**config.mk**
```make
export PLATFORM = sky130hd
export DESIGN_NAME = pwd_lock_ctrl
export DESIGN_NICKNAME = d
export VERILOG_FILES = /design/src/rtl/pwd_lock_pkg.sv /design/src/rtl/pwd_timer.sv /design/src/rtl/pwd_lock_ctrl.sv
export SDC_FILE = /design/constraint.sdc
export NUM_CORES = 1
export LEC_CHECK = 0
export ABC_AREA = 1
export BUFFER_PORTS_ARGS = -buffer_cell sky130_fd_sc_hd__buf_4
export CAP_MARGIN = 20
export CORE_MARGIN = 8
export CORE_UTILIZATION = 25
export CTS_CLUSTER_SIZE = 10
export DETAILED_ROUTE_END_ITERATION = 10
export GPL_ROUTABILITY_DRIVEN = 0
export PLACE_DENSITY = 0.49
export SETUP_SLACK_MARGIN = 0.4
export SLEW_MARGIN = 20
export SYNTH_ARGS = -nofsm -noshare
export SYNTH_HDL_FRONTEND = slang
export SYNTH_SLANG_ARGS = --single-unit
```
**constraint.sdc**
```tcl
create_clock -name clk -period 1.89 [get_ports clk]
set_clock_uncertainty 0.05 [all_clocks]
set_input_delay 0.378 -clock clk [delete_from_list [all_inputs] [get_ports clk]]
set_output_delay 0.378 -clock clk [all_outputs]
set_load 0.005 [all_outputs]
```
**src/rtl/pwd_lock_pkg.sv**
```systemverilog
// ----------------------------------------------------------------------------
// pwd_lock_pkg
// Shared definitions for the password lock sequencer:
//   - state_e   : FSM state encoding (also exported on state_o)
//   - DIGIT_W   : width of one keypad digit
//   - timer_width() : down-counter width large enough for the longest timed state
// ----------------------------------------------------------------------------
package pwd_lock_pkg;

   localparam int DIGIT_W = 4;

   typedef enum logic [2:0] {
      ST_IDLE    = 3'd0,
      ST_ENTRY   = 3'd1,
      ST_CHECK   = 3'd2,
      ST_OPEN    = 3'd3,
      ST_SET     = 3'd4,
      ST_ERROR   = 3'd5,
      ST_LOCKOUT = 3'd6
   } state_e;

   // Bits needed to hold the largest of the three cycle counts.
   function automatic int timer_width(input int a, input int b, input int c);
      int m;
      m = a;
      if (b > m) m = b;
      if (c > m) m = c;
      return (m < 1) ? 1 : $clog2(m + 1);
   endfunction

endpackage

```
**src/rtl/pwd_timer.sv**
```systemverilog
// ----------------------------------------------------------------------------
// pwd_timer
// Shared down-counter for the timed states (OPEN, ERROR, LOCKOUT).
// Ports:
//   clk, rst_n  : clock, asynchronous active-low reset
//   load        : load strobe, takes priority over counting
//   load_val    : value loaded on load
//   expire      : high while the count equals 1 (last cycle of a timed state)
// The counter stops at zero and never wraps.
// ----------------------------------------------------------------------------
module pwd_timer #(
   parameter int W = 5
) (
   input  logic         clk,
   input  logic         rst_n,
   input  logic         load,
   input  logic [W-1:0] load_val,
   output logic         expire
);

   logic [W-1:0] cnt_q;
   logic [W-1:0] cnt_d;

   always_comb begin
      cnt_d = cnt_q;
      if (load) begin
         cnt_d = load_val;
      end else if (cnt_q != '0) begin
         cnt_d = cnt_q - W'(1);
      end
   end

   always_ff @(posedge clk or negedge rst_n) begin
      if (!rst_n) begin
         cnt_q <= '0;
      end else begin
         cnt_q <= cnt_d;
      end
   end

   assign expire = (cnt_q == W'(1));

endmodule

```
**src/rtl/pwd_lock_ctrl.sv**
```systemverilog
// ----------------------------------------------------------------------------
// pwd_lock_ctrl
// Central sequencer of the password lock. Collects PW_LEN digits from key
// pulses, compares against the stored password, and drives unlock / alarm /
// lockout. While open, the password can be changed.
// Ports:
//   clk, rst_n     : clock, asynchronous active-low reset
//   digit_pulse    : one-cycle digit key pulse, digit_val valid with it
//   enter_pulse    : confirm;  clear_pulse : cancel;  set_pulse : change pwd
//   unlock         : lock open (OPEN state)
//   alarm          : ERROR or LOCKOUT state
//   locked         : LOCKOUT state
//   set_done       : one-cycle pulse after a new password is stored
//   digit_cnt      : digits collected so far
//   state_o        : current state encoding
// Build option: define PWD_LOCKOUT_EN to enable the LOCKOUT state after
// MAX_FAIL consecutive failures; otherwise locked is tied low.
// Pulse priority: clear > enter > set > digit.
// ----------------------------------------------------------------------------
module pwd_lock_ctrl
   import pwd_lock_pkg::*;
#(
   parameter int                  PW_LEN      = 4,
   parameter logic [PW_LEN*4-1:0] DEFAULT_PW  = 16'h1234,
   parameter int                  OPEN_CYCLES = 8,
   parameter int                  ERR_CYCLES  = 4,
   parameter int                  LOCK_CYCLES = 16,
   parameter int                  MAX_FAIL    = 3
) (
   input  logic                          clk,
   input  logic                          rst_n,
   input  logic                          digit_pulse,
   input  logic [3:0]                    digit_val,
   input  logic                          enter_pulse,
   input  logic                          clear_pulse,
   input  logic                          set_pulse,
   output logic                          unlock,
   output logic                          alarm,
   output logic                          locked,
   output logic                          set_done,
   output logic [$clog2(PW_LEN+1)-1:0]   digit_cnt,
   output logic [2:0]                    state_o
);

   localparam int CW = $clog2(PW_LEN + 1);
   localparam int FW = $clog2(MAX_FAIL + 1);
   localparam int BW = PW_LEN * DIGIT_W;
   localparam int TW = timer_width(OPEN_CYCLES, ERR_CYCLES, LOCK_CYCLES);

   localparam logic [TW-1:0] OPEN_LD = TW'(OPEN_CYCLES);
   localparam logic [TW-1:0] ERR_LD  = TW'(ERR_CYCLES);
`ifdef PWD_LOCKOUT_EN
   localparam logic [TW-1:0] LOCK_LD = TW'(LOCK_CYCLES);
`endif

   state_e          state_q, state_d;
   logic [BW-1:0]   buf_q, buf_d;
   logic [BW-1:0]   pw_q, pw_d;
   logic [CW-1:0]   cnt_q, cnt_d;
   logic [FW-1:0]   fail_q, fail_d;
   logic            ovf_q, ovf_d;
   logic            set_done_q, set_done_d;
   logic            tmr_load;
   logic [TW-1:0]   tmr_val;
   logic            tmr_expire;

   // Resolve simultaneous pulses down to at most one command.
   logic clr, ent, st, dig;
   assign clr = clear_pulse;
   assign ent = enter_pulse & ~clear_pulse;
   assign st  = set_pulse & ~enter_pulse & ~clear_pulse;
   assign dig = digit_pulse & ~set_pulse & ~enter_pulse & ~clear_pulse;

   pwd_timer #(.W(TW)) u_timer (
      .clk      (clk),
      .rst_n    (rst_n),
      .load     (tmr_load),
      .load_val (tmr_val),
      .expire   (tmr_expire)
   );

   // State register and datapath registers.
   always_ff @(posedge clk or negedge rst_n) begin
      if (!rst_n) begin
         state_q    <= ST_IDLE;
         buf_q      <= '0;
         pw_q       <= DEFAULT_PW;
         cnt_q      <= '0;
         fail_q     <= '0;
         ovf_q      <= 1'b0;
         set_done_q <= 1'b0;
      end else begin
         state_q    <= state_d;
         buf_q      <= buf_d;
         pw_q       <= pw_d;
         cnt_q      <= cnt_d;
         fail_q     <= fail_d;
         ovf_q      <= ovf_d;
         set_done_q <= set_done_d;
      end
   end

   // Next-state and datapath update.
   always_comb begin
      state_d    = state_q;
      buf_d      = buf_q;
      pw_d       = pw_q;
      cnt_d      = cnt_q;
      fail_d     = fail_q;
      ovf_d      = ovf_q;
      set_done_d = 1'b0;
      tmr_load   = 1'b0;
      tmr_val    = '0;

      case (state_q)
         ST_IDLE: begin
            // Buffer is always zero here, so only digit 0 needs writing.
            if (dig) begin
               buf_d[BW-1 -: DIGIT_W] = digit_val;
               cnt_d   = CW'(1);
               state_d = ST_ENTRY;
            end
         end

         ST_ENTRY, ST_SET: begin
            if (clr) begin
               buf_d   = '0;
               cnt_d   = '0;
               ovf_d   = 1'b0;
               state_d = ST_IDLE;
            end else if (ent) begin
               if (state_q == ST_ENTRY) begin
                  state_d = ST_CHECK;
               end else begin
                  buf_d = '0;
                  cnt_d = '0;
                  ovf_d = 1'b0;
                  if ((cnt_q == CW'(PW_LEN)) && !ovf_q) begin
                     pw_d       = buf_q;
                     set_done_d = 1'b1;
                     state_d    = ST_IDLE;
                  end else begin
                     tmr_load = 1'b1;
                     tmr_val  = ERR_LD;
                     state_d  = ST_ERROR;
                  end
               end
            end else if (dig) begin
               if (cnt_q < CW'(PW_LEN)) begin
                  for (int i = 0; i < PW_LEN; i++) begin
                     if (cnt_q == CW'(i)) begin
                        buf_d[(PW_LEN-1-i)*DIGIT_W +: DIGIT_W] = digit_val;
                     end
                  end
                  cnt_d = cnt_q + CW'(1);
               end else begin
                  ovf_d = 1'b1;
               end
            end
         end

         ST_CHECK: begin
            buf_d    = '0;
            cnt_d    = '0;
            ovf_d    = 1'b0;
            tmr_load = 1'b1;
            if ((cnt_q == CW'(PW_LEN)) && !ovf_q && (buf_q == pw_q)) begin
               fail_d  = '0;
               tmr_val = OPEN_LD;
               state_d = ST_OPEN;
            end else begin
               if (fail_q != FW'(MAX_FAIL)) begin
                  fail_d = fail_q + FW'(1);
               end
`ifdef PWD_LOCKOUT_EN
               if (fail_q == FW'(MAX_FAIL - 1)) begin
                  tmr_val = LOCK_LD;
                  state_d = ST_LOCKOUT;
               end else
`endif
               begin
                  tmr_val = ERR_LD;
                  state_d = ST_ERROR;
               end
            end
         end

         ST_OPEN: begin
            if (clr) begin
               state_d = ST_IDLE;
            end else if (st) begin
               state_d = ST_SET;
            end else if (tmr_expire) begin
               state_d = ST_IDLE;
            end
         end

         ST_ERROR: begin
            if (tmr_expire) begin
               state_d = ST_IDLE;
            end
         end

         ST_LOCKOUT: begin
            if (tmr_expire) begin
               fail_d  = '0;
               state_d = ST_IDLE;
            end
         end

         default: begin
            state_d = ST_IDLE;
         end
      endcase
   end

   // Moore outputs decoded from the state register.
   always_comb begin
      unlock    = (state_q == ST_OPEN);
      alarm     = (state_q == ST_ERROR) || (state_q == ST_LOCKOUT);
`ifdef PWD_LOCKOUT_EN
      locked    = (state_q == ST_LOCKOUT);
`else
      locked    = 1'b0;
`endif
      set_done  = set_done_q;
      digit_cnt = cnt_q;
      state_o   = state_q;
   end

endmodule

```
Word level (Yosys, flattened, before mapping):

Index checks and enable logic that the tools add are counted.

* bits in writable memories: 0
* input port bits: 10
* ROM bits: 0
* latch bits: 0
* memories kept: 0
* flip-flop bits (word level): 45
* output and inout port bits: 10

* shifts and indexed selects: 0
* $mul: 0
* equal/unequal tests: 22
* reduce and logical (&&, ||, !) cells: 20
* mux-type cells: 52
* magnitude comparators: 1
* bitwise operators: 10
* $add $sub $neg: 2
* div/mod/pow operators: 0

Operator list (number)
* 16-bit 2-to-1 mux: 5
* 3-bit 2-to-1 mux: 18
* 4-bit inequality test (second input constant): 8
* 5-bit AND reduction: 5
* 4-bit 2-to-1 mux: 6
* 12-bit one-hot mux with 2 select lines: 1
* 16-bit equality test: 1
* 3-bit one-hot mux with 5 select lines: 1
* 1-bit 2-to-1 mux: 14
* 3-bit by 2-bit equality test with 1-bit output (second input constant): 4
* 3-bit equality test (second input constant): 4
* 4-bit one-hot mux with 3 select lines: 1
* 5-bit 2-to-1 mux: 2
* 3-bit one-hot mux with 3 select lines: 1
* 4-bit one-hot mux with 2 select lines: 1
* 1-bit AND: 6
* 3-bit by 1-bit equality test with 1-bit output (second input constant): 2
* 3-bit zero test: 2
* 6-bit AND reduction: 1
* 5-bit by 1-bit equality test with 1-bit output (second input constant): 1
* 5-bit nonzero test: 1
* 5-bit by 1-bit subtractor with 5-bit output (second input constant): 1
* 1-bit inverter: 4
* 1-bit one-hot mux with 2 select lines: 2
* 12 further kinds: 15

Depth between registers and ports, before layout:

Gate-level depths: netlist of the first run.

* depth after elaboration: 8
* depth in mapped cells: 11
* gate-level depth less buffers: 11

Cells and area by module:

A second synthesis of the first run with hierarchy kept.

* cell total of the unflattened synthesis: 377
* area, all modules: 2798.9 µm²

By module, submodules not included
* pwd_lock_ctrl: cells each 335, seq. area each 1007.2 µm², area an instance 2471.1 µm², instances 1
* pwd_timer: cells each 42, seq. area each 125.1 µm², area an instance 327.8 µm², instances 1

Worst setup path before layout of the first run:

No wires, ideal clock.

* kind: register -> register
* from: register cnt_q[0] (netlist: digit_cnt[0])
* to: register state_q[2] (netlist: state_o[2])
* data arrival time: 1.477 ns
* required time: 1.724 ns
* buffers on the path: 0
* path slack: 0.246 ns
* cell stages (with the launch flop): 12
* cells stage by stage: dfrtp_1 -> inv_1 -> ha_1 -> nand2_1 -> nor2_1 -> nand3_1 -> nor2_1 -> nand3_1 -> nand2_1 -> nand2_1 -> nand2_1 -> nand2_1

* word-level cells in the longest chain between the ends: 7
* elaborated cells between the ends (all ways): 9
* those cells by class: 1 x eq/ne; 6 x mux; 2 x reduce/logical

Ends and longest elaborated chain
* start: declaration: RTL line pwd_lock_ctrl.sv:59 `logic [CW-1:0] cnt_q, cnt_d;`
* start signal: assignment: RTL line pwd_lock_ctrl.sv:96 `cnt_q <= cnt_d;`
* 3-bit equality test *: RTL line pwd_lock_ctrl.sv:138, pwd_lock_ctrl.sv:167
* 1-bit logical AND *: RTL line pwd_lock_ctrl.sv:138, pwd_lock_ctrl.sv:167
* 3-bit 2-to-1 mux: RTL line pwd_lock_ctrl.sv:138 `if ((cnt_q == CW'(PW_LEN)) && !ovf_q) begin`
* 3-bit 2-to-1 mux: RTL line pwd_lock_ctrl.sv:132 `if (state_q == ST_ENTRY) begin`
* 3-bit 2-to-1 mux: RTL line pwd_lock_ctrl.sv:131 `end else if (ent) begin`
* 3-bit 2-to-1 mux: RTL line pwd_lock_ctrl.sv:126 `if (clr) begin`
* 3-bit one-hot mux with 5 select lines *: RTL line pwd_lock_ctrl.sv:115 `case (state_q)`
* end signal: assignment: RTL line pwd_lock_ctrl.sv:93 `state_q <= state_d;`
* end: declaration: RTL line pwd_lock_ctrl.sv:56 `state_e state_q, state_d;`

Every way passes the cells marked *; elsewhere a longest branch is shown, timed or not. The select of a mux whose other input is x is not followed.
A chain may end at the register's enable or synchronous reset.

Worst setup path in the final report of the first run:

* from: register state_q[2] (netlist: state_o[2])
* to: output port alarm

* word-level cells in the longest chain between the ends: 2
* elaborated cells between the ends (all ways): 3
* those cells by class: 2 x eq/ne; 1 x reduce/logical

Ends and longest elaborated chain
* 3-bit equality test: RTL line pwd_lock_ctrl.sv:220 `alarm = (state_q == ST_ERROR) || (state_q == ST_LOCKOUT);`
* 1-bit logical OR *: RTL line pwd_lock_ctrl.sv:220
* end: declaration: RTL line pwd_lock_ctrl.sv:38 `output logic alarm,`

Every way passes the cells marked *; elsewhere a longest branch is shown, timed or not.

==> results of run 1 <==
## stage by stage
| step | setup slack, ns | hold slack (ns) |
|---|---|---|
| floorplan | 0.4005 | 0.03241 |
| detailed placement | 0.08947 | 0.3861 |
| CTS | 0.2832 | 0.05945 |
| global route | 0.1441 | 0.07877 |
| finish | 0.2607 | 0.02548 |
| global placement | 0.06228 | 0.3803 |
## area by class of cell
| cell class | count | area (um^2) |
|---|---|---|
| Sequential cell | 45 | 1136 |
| Timing Repair Buffer | 43 | 350.3 |
| Tap cell | 136 | 170.2 |
| Timing Repair inverter | 1 | 3.754 |
| Fill cell | 1087 | 6837 |
| Clock inverter | 1 | 5.005 |
| Inverter | 48 | 195.2 |
| Clock buffer | 6 | 72.57 |
| Multi-Input combinational cell | 246 | 1508 |
## path summary, 6_finish.rpt
path | start | to | slack (ns) | cells after the start
max | state_o[2] | alarm | 0.26 | 4
min | rst_n | buf_q[6] | 0.03 | 1
max reg2reg | state_o[0] | digit_cnt[0] | 0.28 | 9
min reg2reg | pw_q[9] | pw_q[9] | 0.43 | 2
max in group asynchronous | rst_n | state_o[0] | 1.32 | 1
min in group clk | digit_val[2] | buf_q[14] | 0.28 | 3
## worst max-delay path: stages (launching register included)
cell	delay, ns
sky130_fd_sc_hd__dfrtp_2	0.49
sky130_fd_sc_hd__buf_6	0.16
sky130_fd_sc_hd__nand3_2	0.09
sky130_fd_sc_hd__inv_1	0.05
sky130_fd_sc_hd__buf_4	0.12
## cell usage in the layout, fill, tap and decap left out, types with 3 or more instances in the layout
cell / n
sky130_fd_sc_hd__nor2_4: 13
sky130_fd_sc_hd__xor2_1: 3
sky130_fd_sc_hd__nand4_1: 4
sky130_fd_sc_hd__buf_6: 4
sky130_fd_sc_hd__buf_4: 38
sky130_fd_sc_hd__inv_1: 37
sky130_fd_sc_hd__nand2_2: 13
sky130_fd_sc_hd__dfrtp_2: 3
sky130_fd_sc_hd__inv_4: 4
sky130_fd_sc_hd__nand2_1: 102
sky130_fd_sc_hd__inv_2: 7
sky130_fd_sc_hd__ha_1: 7
sky130_fd_sc_hd__nor2_1: 11
sky130_fd_sc_hd__clkbuf_8: 5
sky130_fd_sc_hd__nand2_4: 10
sky130_fd_sc_hd__o21ai_1: 15
sky130_fd_sc_hd__nor2_2: 5
sky130_fd_sc_hd__nand3_2: 5
sky130_fd_sc_hd__xnor2_1: 7
sky130_fd_sc_hd__dfrtp_1: 37
sky130_fd_sc_hd__dfstp_2: 5
sky130_fd_sc_hd__a21oi_1: 4
sky130_fd_sc_hd__nand3_1: 23
sky130_fd_sc_hd__o21ai_0: 7
## cell families (layout without fill, tap and decap cells)
| family | count (synthesis) | after routing | share of synthesized area |
|---|---|---|---|
| simple gates | 194 | 194 | 0.3480 |
| flops | 45 | 45 | 0.4291 |
| compound gates | 33 | 33 | 0.06923 |
| fa+ha+maj | 8 | 8 | 0.03793 |
| other cells | 1 | 1 | 0.001421 |
| xor+xnor | 10 | 10 | 0.03319 |
| buf+inv | 52 | 99 | 0.08108 |
## sequential cells by signal, summed over array words and instances (netlist names)
signal / cells
buf_q: 16
pw_q: 16
u_timer.cnt_q: 5
digit_cnt: 3
state_o: 3
ovf_q: 1
set_done: 1
## report_power, final
group	leakage [nW]	switching [mW]	total, mW	internal [mW]
combinational	1.05	1.63	2.76	1.13
sequential	0.581	0.258	1.50	1.25
clock	0.0410	0.328	0.580	0.252
total	1.67	2.22	4.84	2.62
## repair_timing
item	in CTS	in global routing
hold buffers	0	0
cloned	1	0
setup endpoints to repair	46	49
setup buffers	13	9
pin swaps	10	18
resized for setup	33	30
endpoints found under the hold margin	0	0
## metal layers
metal,global-route usage,share of wire
met2,0.1554,0.48
met1,0.1172,0.49
met4,0.02609,0.0084
met3,0.01713,0.027
met5,0,0
==> results.txt, run 1 <==
----------------------------------------------------
[Status]
  Outcome ... finished clean

[Logic synthesis]
  Synth Cell Area ... 2639 um^2
  Most common flop cell mapped by yosys ... sky130_fd_sc_hd__dfrtp_1
  Warnings from Yosys ... 0
  Post-synthesis sequential area ratio ... 0.4291
  Average size of a mapped cell ... 7.693 um^2
  Most repeated cell in the gate-level netlist after synthesis ... sky130_fd_sc_hd__nand2_1
  Leading cell types by count after synthesis ... sky130_fd_sc_hd__nand2_1 (114), sky130_fd_sc_hd__dfrtp_1 (40), sky130_fd_sc_hd__inv_1 (40)
  Post-synth net total ... 361
  Number of enable-type register cells in the synthesized netlist ... 0
  Area fraction of the dominant cell type after synthesis ... 0.3793
  Number of storage elements in the synthesis netlist ... 45
  Number of instances in the synthesized netlist ... 343
  Number of unique standard cell types used by synthesis ... 32
  Async set or reset register ratio after synthesis ... 1.000
  Library cell with the largest summed area after synthesis ... sky130_fd_sc_hd__dfrtp_1
  Synth area leaders ... sky130_fd_sc_hd__dfrtp_1 (38%), sky130_fd_sc_hd__nand2_1 (16%), sky130_fd_sc_hd__inv_1 (5.7%), sky130_fd_sc_hd__nand3_1 (5.3%), sky130_fd_sc_hd__dfstp_2 (5.0%)

[Final layout]
  Share of final-layout standard cells stronger than drive strength 1 ... 0.3231
  Antenna diode count ... 0
  Net total in the final layout ... 408
  Area growth from synthesis to layout ... 30.39%
  Final core utilization ... 0.3348
  Final instance count without filler cells ... 526
  Fin area ... 3441 um^2

[Critical path]
  CP required ... 1.46 ns
  Kind of launch point of the worst setup path ... flop
  Worst setup EP type ... output pin
  Arrival time reported for the critical path endpoint ... 1.20 ns
  Critical path type ... reg2out
  Critical-path maximum fanout ... 6

[Timing]
  Share of the cycle needed by the critical path after routing ... 0.8621
  Slew margin rel. ... 0.6000
  Max Freq ... 613.8 MHz
  Fin crit period ... 1.629 ns
  Setup repair after global routing missed its margin ... yes
  Final TNS setup ... 0 ns
  Slew Viols, Final ... 0
  Count of endpoints failing hold in the final timing report ... 0
  Final setup violation count ... 0
  Slew @ Worst Pin ... 0.6000 ns

[Placed design]
  Port Buffer Count ... 18
  Total placed cells including tap cells ... 496
  Estimated wirelength of the detail-placed design ... 4.486 mm
  Total placed instance area ... 2960 um^2

[Global route]
  All-layer global routing usage ... 0.09210
  Final global-route overflow total ... 0
  Via count of the first global-routing pass ... 2327
  Wire length of the first global-routing pass ... 10.90 mm
  Antenna violations before repair ... 0
  Pin count of the biggest net entering global routing ... 46

[Floorplanning]
  Area of the die ... 14100 um^2
  Starting density of the core ... 0.2568
  Floorplan die width ... 118.7 um
  Y dimension of the die ... 118.7 um
  Placement row count ... 37
  Number of I/O pins ... 20
  Core Box Area ... 10280 um^2

[Detailed routing]
  Vias ... 2296
  Residual DRC count ... 0
  Antenna violation net count after detailed routing ... 0
  Average wire length per cell after detail routing ... 12.22 um
  Mean number of vias per cell ... 4.365
  Number of detailed-routing iterations run before antenna repair ... 4
  Number of violations reported at the end of detailed-routing iteration 0 ... 104
  Aggregate routed wire length ... 6.430 mm

[Power]
  P per Cell Area ... 1407 nW/um^2
  Power, Total ... 4.842 mW
  Worst supply voltage drop on vdd ... 0.7467 mV
  Lkg Pwr ... 1.667 nW

[Clock tree]
  Clock Sinks ... 45
  Buffer cell driving the clock tree root ... sky130_fd_sc_hd__clkbuf_8
  Number of CTS-inserted buffers ... 5
  Number of H-tree branching levels ... 2
  Worst skew pair latency ... 0.30 ns
  CTS tree ... yes
  Post-CTS clock slew at the launch and capture registers of the worst setup and hold paths ... 0.09 ns
  Max Root-Sink Buffers ... 2

[Worst hold path]
  Hold/Removal Path Class ... in2async

[Run]
  Maxcap violations ... 0

----------------------------------------------------
No activity file was read; power rests on OpenSTA's default activity.
==> inputs of run 2 (changes only) <==
- SYNTH_HIERARCHICAL: default -> 1
==> results.txt, run 2 <==
----------------------------------------------------
[Critical path]
  Arrival time reported for the critical path endpoint ... 1.94 ns (was 1.20 ns)
  Critical-path maximum fanout ... 4 (was 6)
  Kind of launch point of the worst setup path ... flop (unchanged)
  Highest-delay cell along the critical path ... sky130_fd_sc_hd__dfrtp_1 (was sky130_fd_sc_hd__dfrtp_2)
  Worst path most repeated cell ... sky130_fd_sc_hd__inv_2
  FF-to-FF path depth ... 12 (was 9)
  CP required ... 2.04 ns (was 1.46 ns)
  Worst setup EP type ... flop (was output pin)
  Worst stage delay on the critical path ... 0.38 ns (was 0.49 ns)
  Critical path type ... reg2reg (was reg2out)
  Critical Path, Cell by Cell ... inv_2, ha_4, nand2_4, nor2_4, buf_6, nor3_4, inv_2, o21ai_4, inv_4, or2_0, nand2_1, nor2_1 (was buf_6, nand3_2, inv_1, buf_4)

[Status]
  Outcome ... finished clean (unchanged)

[Logic synthesis]
  Warnings from Yosys ... 6 (was 0)
  Leading cell types by count after synthesis ... sky130_fd_sc_hd__nand2_1 (126), sky130_fd_sc_hd__inv_1 (46), sky130_fd_sc_hd__dfrtp_1 (40) (was sky130_fd_sc_hd__nand2_1 (114), sky130_fd_sc_hd__dfrtp_1 (40), sky130_fd_sc_hd__inv_1 (40))
  Number of storage elements in the synthesis netlist ... 45 (unchanged)
  Area fraction of the dominant cell type after synthesis ... 0.3576 (was 0.3793)
  Async set or reset register ratio after synthesis ... 1.000 (unchanged)
  Library cell with the largest summed area after synthesis ... sky130_fd_sc_hd__dfrtp_1 (unchanged)
  Average size of a mapped cell ... 7.424 um^2 (was 7.693 um^2)
  Number of enable-type register cells in the synthesized netlist ... 0 (unchanged)
  Synth area leaders ... sky130_fd_sc_hd__dfrtp_1 (36%), sky130_fd_sc_hd__nand2_1 (17%), sky130_fd_sc_hd__inv_1 (6.2%), sky130_fd_sc_hd__nand3_1 (5.4%), sky130_fd_sc_hd__o21ai_0 (5.0%) (was sky130_fd_sc_hd__dfrtp_1 (38%), sky130_fd_sc_hd__nand2_1 (16%), sky130_fd_sc_hd__inv_1 (5.7%), sky130_fd_sc_hd__nand3_1 (5.3%), sky130_fd_sc_hd__dfstp_2 (5.0%))
  Most common flop cell mapped by yosys ... sky130_fd_sc_hd__dfrtp_1 (unchanged)
  Number of unique standard cell types used by synthesis ... 35 (was 32)
  Most repeated cell in the gate-level netlist after synthesis ... sky130_fd_sc_hd__nand2_1 (unchanged)
  Synth Cell Area ... 2799 um^2 (was 2639 um^2)
  Number of instances in the synthesized netlist ... 377 (was 343)
  Post-synthesis sequential area ratio ... 0.4046 (was 0.4291)

[Timing]
  Share of the cycle needed by the critical path after routing ... 0.9464 (was 0.8621)
  Setup repair after global routing missed its margin ... yes (unchanged)
  Slew Viols, Final ... 0 (unchanged)
  Max Freq ... 559.1 MHz (was 613.8 MHz)
  Fin crit period ... 1.789 ns (was 1.629 ns)
  Slew margin rel. ... 0.5969 (was 0.6000)
  Final TNS setup ... 0 ns (unchanged)
  Worst hold-check slack ... 0.01857 ns (was 0.02548 ns)
  Count of endpoints failing hold in the final timing report ... 0 (unchanged)
  Final setup violation count ... 0 (unchanged)
  Final worst setup slack ... 0.1013 ns (was 0.2607 ns)
  Slew @ Worst Pin ... 0.6047 ns (was 0.6000 ns)

[Final layout]
  Largest registers ranked by flip-flop count ... buf_q x16, pw_q x16, u_timer/cnt_q x5 (was buf_q x16, pw_q x16, u_timer.cnt_q x5)
  Net total in the final layout ... 457 (was 408)
  Share of final-layout standard cells stronger than drive strength 1 ... 0.3333 (was 0.3231)
  Antenna diode count ... 0 (unchanged)
  Commonest cells after routing, fill and taps aside ... sky130_fd_sc_hd__nand2_1 (117), sky130_fd_sc_hd__inv_1 (39), sky130_fd_sc_hd__dfrtp_1 (39) (was sky130_fd_sc_hd__nand2_1 (102), sky130_fd_sc_hd__buf_4 (38), sky130_fd_sc_hd__inv_1 (37), sky130_fd_sc_hd__dfrtp_1 (37), sky130_fd_sc_hd__nand3_1 (23))
  Area growth from synthesis to layout ... 35.72% (was 30.39%)
  Most frequent standard cell in the layout excluding fill and tap cells ... sky130_fd_sc_hd__nand2_1 (unchanged)
  Final instance count without filler cells ... 581 (was 526)

[Floorplanning]
  Placement row count ... 38 (was 37)
  Y dimension of the die ... 121.8 um (was 118.7 um)
  Area of the die ... 14840 um^2 (was 14100 um^2)
  Floorplan die width ... 121.8 um (was 118.7 um)
  Core Box Area ... 10890 um^2 (was 10280 um^2)
  Starting density of the core ... 0.2571 (was 0.2568)
  Number of I/O pins ... 20 (unchanged)

[Detailed routing]
  Aggregate routed wire length ... 6.944 mm (was 6.430 mm)
  Residual DRC count ... 0 (unchanged)
  Number of detailed-routing iterations run before antenna repair ... 4 (unchanged)
  Average wire length per cell after detail routing ... 11.95 um (was 12.22 um)
  Antenna violation net count after detailed routing ... 0 (unchanged)
  Mean number of vias per cell ... 4.330 (was 4.365)
  Vias ... 2516 (was 2296)
  Number of violations reported at the end of detailed-routing iteration 0 ... 99 (was 104)

[Placed design]
  Estimated wirelength of the detail-placed design ... 4.937 mm (was 4.486 mm)
  Worst setup timing slack at the placement stage ... 0.09956 ns (was 0.08947 ns)
  Total placed cells including tap cells ... 542 (was 496)
  Port Buffer Count ... 18 (unchanged)

[Clock tree]
  Clock Sinks ... 45 (unchanged)
  Post-CTS clock slew at the launch and capture registers of the worst setup and hold paths ... 0.09 ns (about the same)
  Hold-fix buffers, CTS ... 0 (unchanged)
  CTS tree ... yes (unchanged)
  Max Root-Sink Buffers ... 2 (unchanged)
  Number of H-tree branching levels ... 2 (unchanged)
  Worst skew pair latency ... 0.31 ns (was 0.30 ns)
  Number of CTS-inserted buffers ... 5 (unchanged)
  Buffer cell driving the clock tree root ... sky130_fd_sc_hd__clkbuf_8 (unchanged)

[Global route]
  All-layer global routing usage ... 0.09767 (was 0.09210)
  Via count of the first global-routing pass ... 2522 (was 2327)
  Antenna violations before repair ... 0 (unchanged)
  Pin count of the biggest net entering global routing ... 46 (unchanged)
  Wire length of the first global-routing pass ... 11.93 mm (was 10.90 mm)
  Final global-route overflow total ... 0 (unchanged)

[Power]
  Lkg Pwr ... 1.880 nW (was 1.667 nW)
  Power, Total ... 5.415 mW (was 4.842 mW)
  P per Cell Area ... 1425 nW/um^2 (was 1407 nW/um^2)
  Worst supply voltage drop on vdd ... 0.6371 mV (was 0.7467 mV)

[Run]
  Maxcap violations ... 0 (unchanged)

[Worst hold path]
  Hold/Removal Path Class ... in2async (unchanged)

----------------------------------------------------
[run 2: changes by cell type in the layout (fill, tap and decap cells not counted), sizes merged, moves of 2 or more]
cell	change
inv	+4
buf	+15
o21ai	+7
xor2	-2
conb	+3
nand2	+14
a21oi	-3
nor2	+10
or2	+2
[run 2: routing by layer]
layer / global-route usage / vias up / part of all wire
met5: 0 / - / 0
met4: 0.03470 / 0 / 0.018
met3: 0.01527 / 7 / 0.021
met2: 0.1613 / 29 / 0.48
met1: 0.1265 / 1185 / 0.48
li1: - / 1295 / -
[run 2: worst paths after layout]
path / slack [ns] / from / endpoint
worst max-delay path: 0.10 / digit_cnt[1] / u_timer/cnt_q[3]
worst min-delay path: 0.02 / rst_n / buf_q[2]
worst max register to register: 0.10 / digit_cnt[1] / u_timer/cnt_q[3]
worst min register to register: 0.43 / pw_q[2] / pw_q[2]
max in group asynchronous: 1.31 / rst_n / state_o[2]
min in group clk: 0.25 / digit_val[1] / buf_q[13]
[run 2: critical path, delay by kind of cell (launching register included)]
kind | cells | cell delay [ns]
flops | 1 | 0.38
compound gates | 1 | 0.18
simple gates | 6 | 0.59
fa+ha+maj | 1 | 0.16
buf+inv | 4 | 0.32
[run 2: where the power goes]
part	switching, mW	internal, mW	total, mW
combinational	1.82	1.34	3.17
clock	0.347	0.432	0.779
sequential	0.245	1.22	1.47
total	2.42	3.00	5.41
[run 2: final cells by class]
class	count	area, um^2
clock inverter	1	30.03
sequential	45	1134
multi-input combinational	276	1628
inverter	54	220.2
fill	1118	7089
tap	140	175.2
timing repair buffer	58	525.5
clock buffer	7	86.33
[run 2: what timing repair did]
item	in CTS	in global routing
setup endpoints to repair	46	50
gates resized for setup	50	37
buffers inserted	17	14
pin swaps	20	22
[run 2: logic make-up (layout without fill, tap and decap cells)]
group	Yosys count	in the layout	share of synthesized area
other	1	4	0.001340
AOI/OAI and AO/OA	38	38	0.08002
DFF	45	45	0.4046
buffers and inverters	59	120	0.08941
and+or+nand+nor	220	220	0.3715
adders and majority gates	7	7	0.03129
xor gates and xnor gates	7	7	0.02190
[run 2: metrics by stage]
step	util	instance area [um^2]
after floorplan	-	2833
final	0.3489	3799
after global placement	0.2906	3164
after CTS	0.3280	3571
after detailed placement	0.2906	3164
after global routing	0.3489	3799
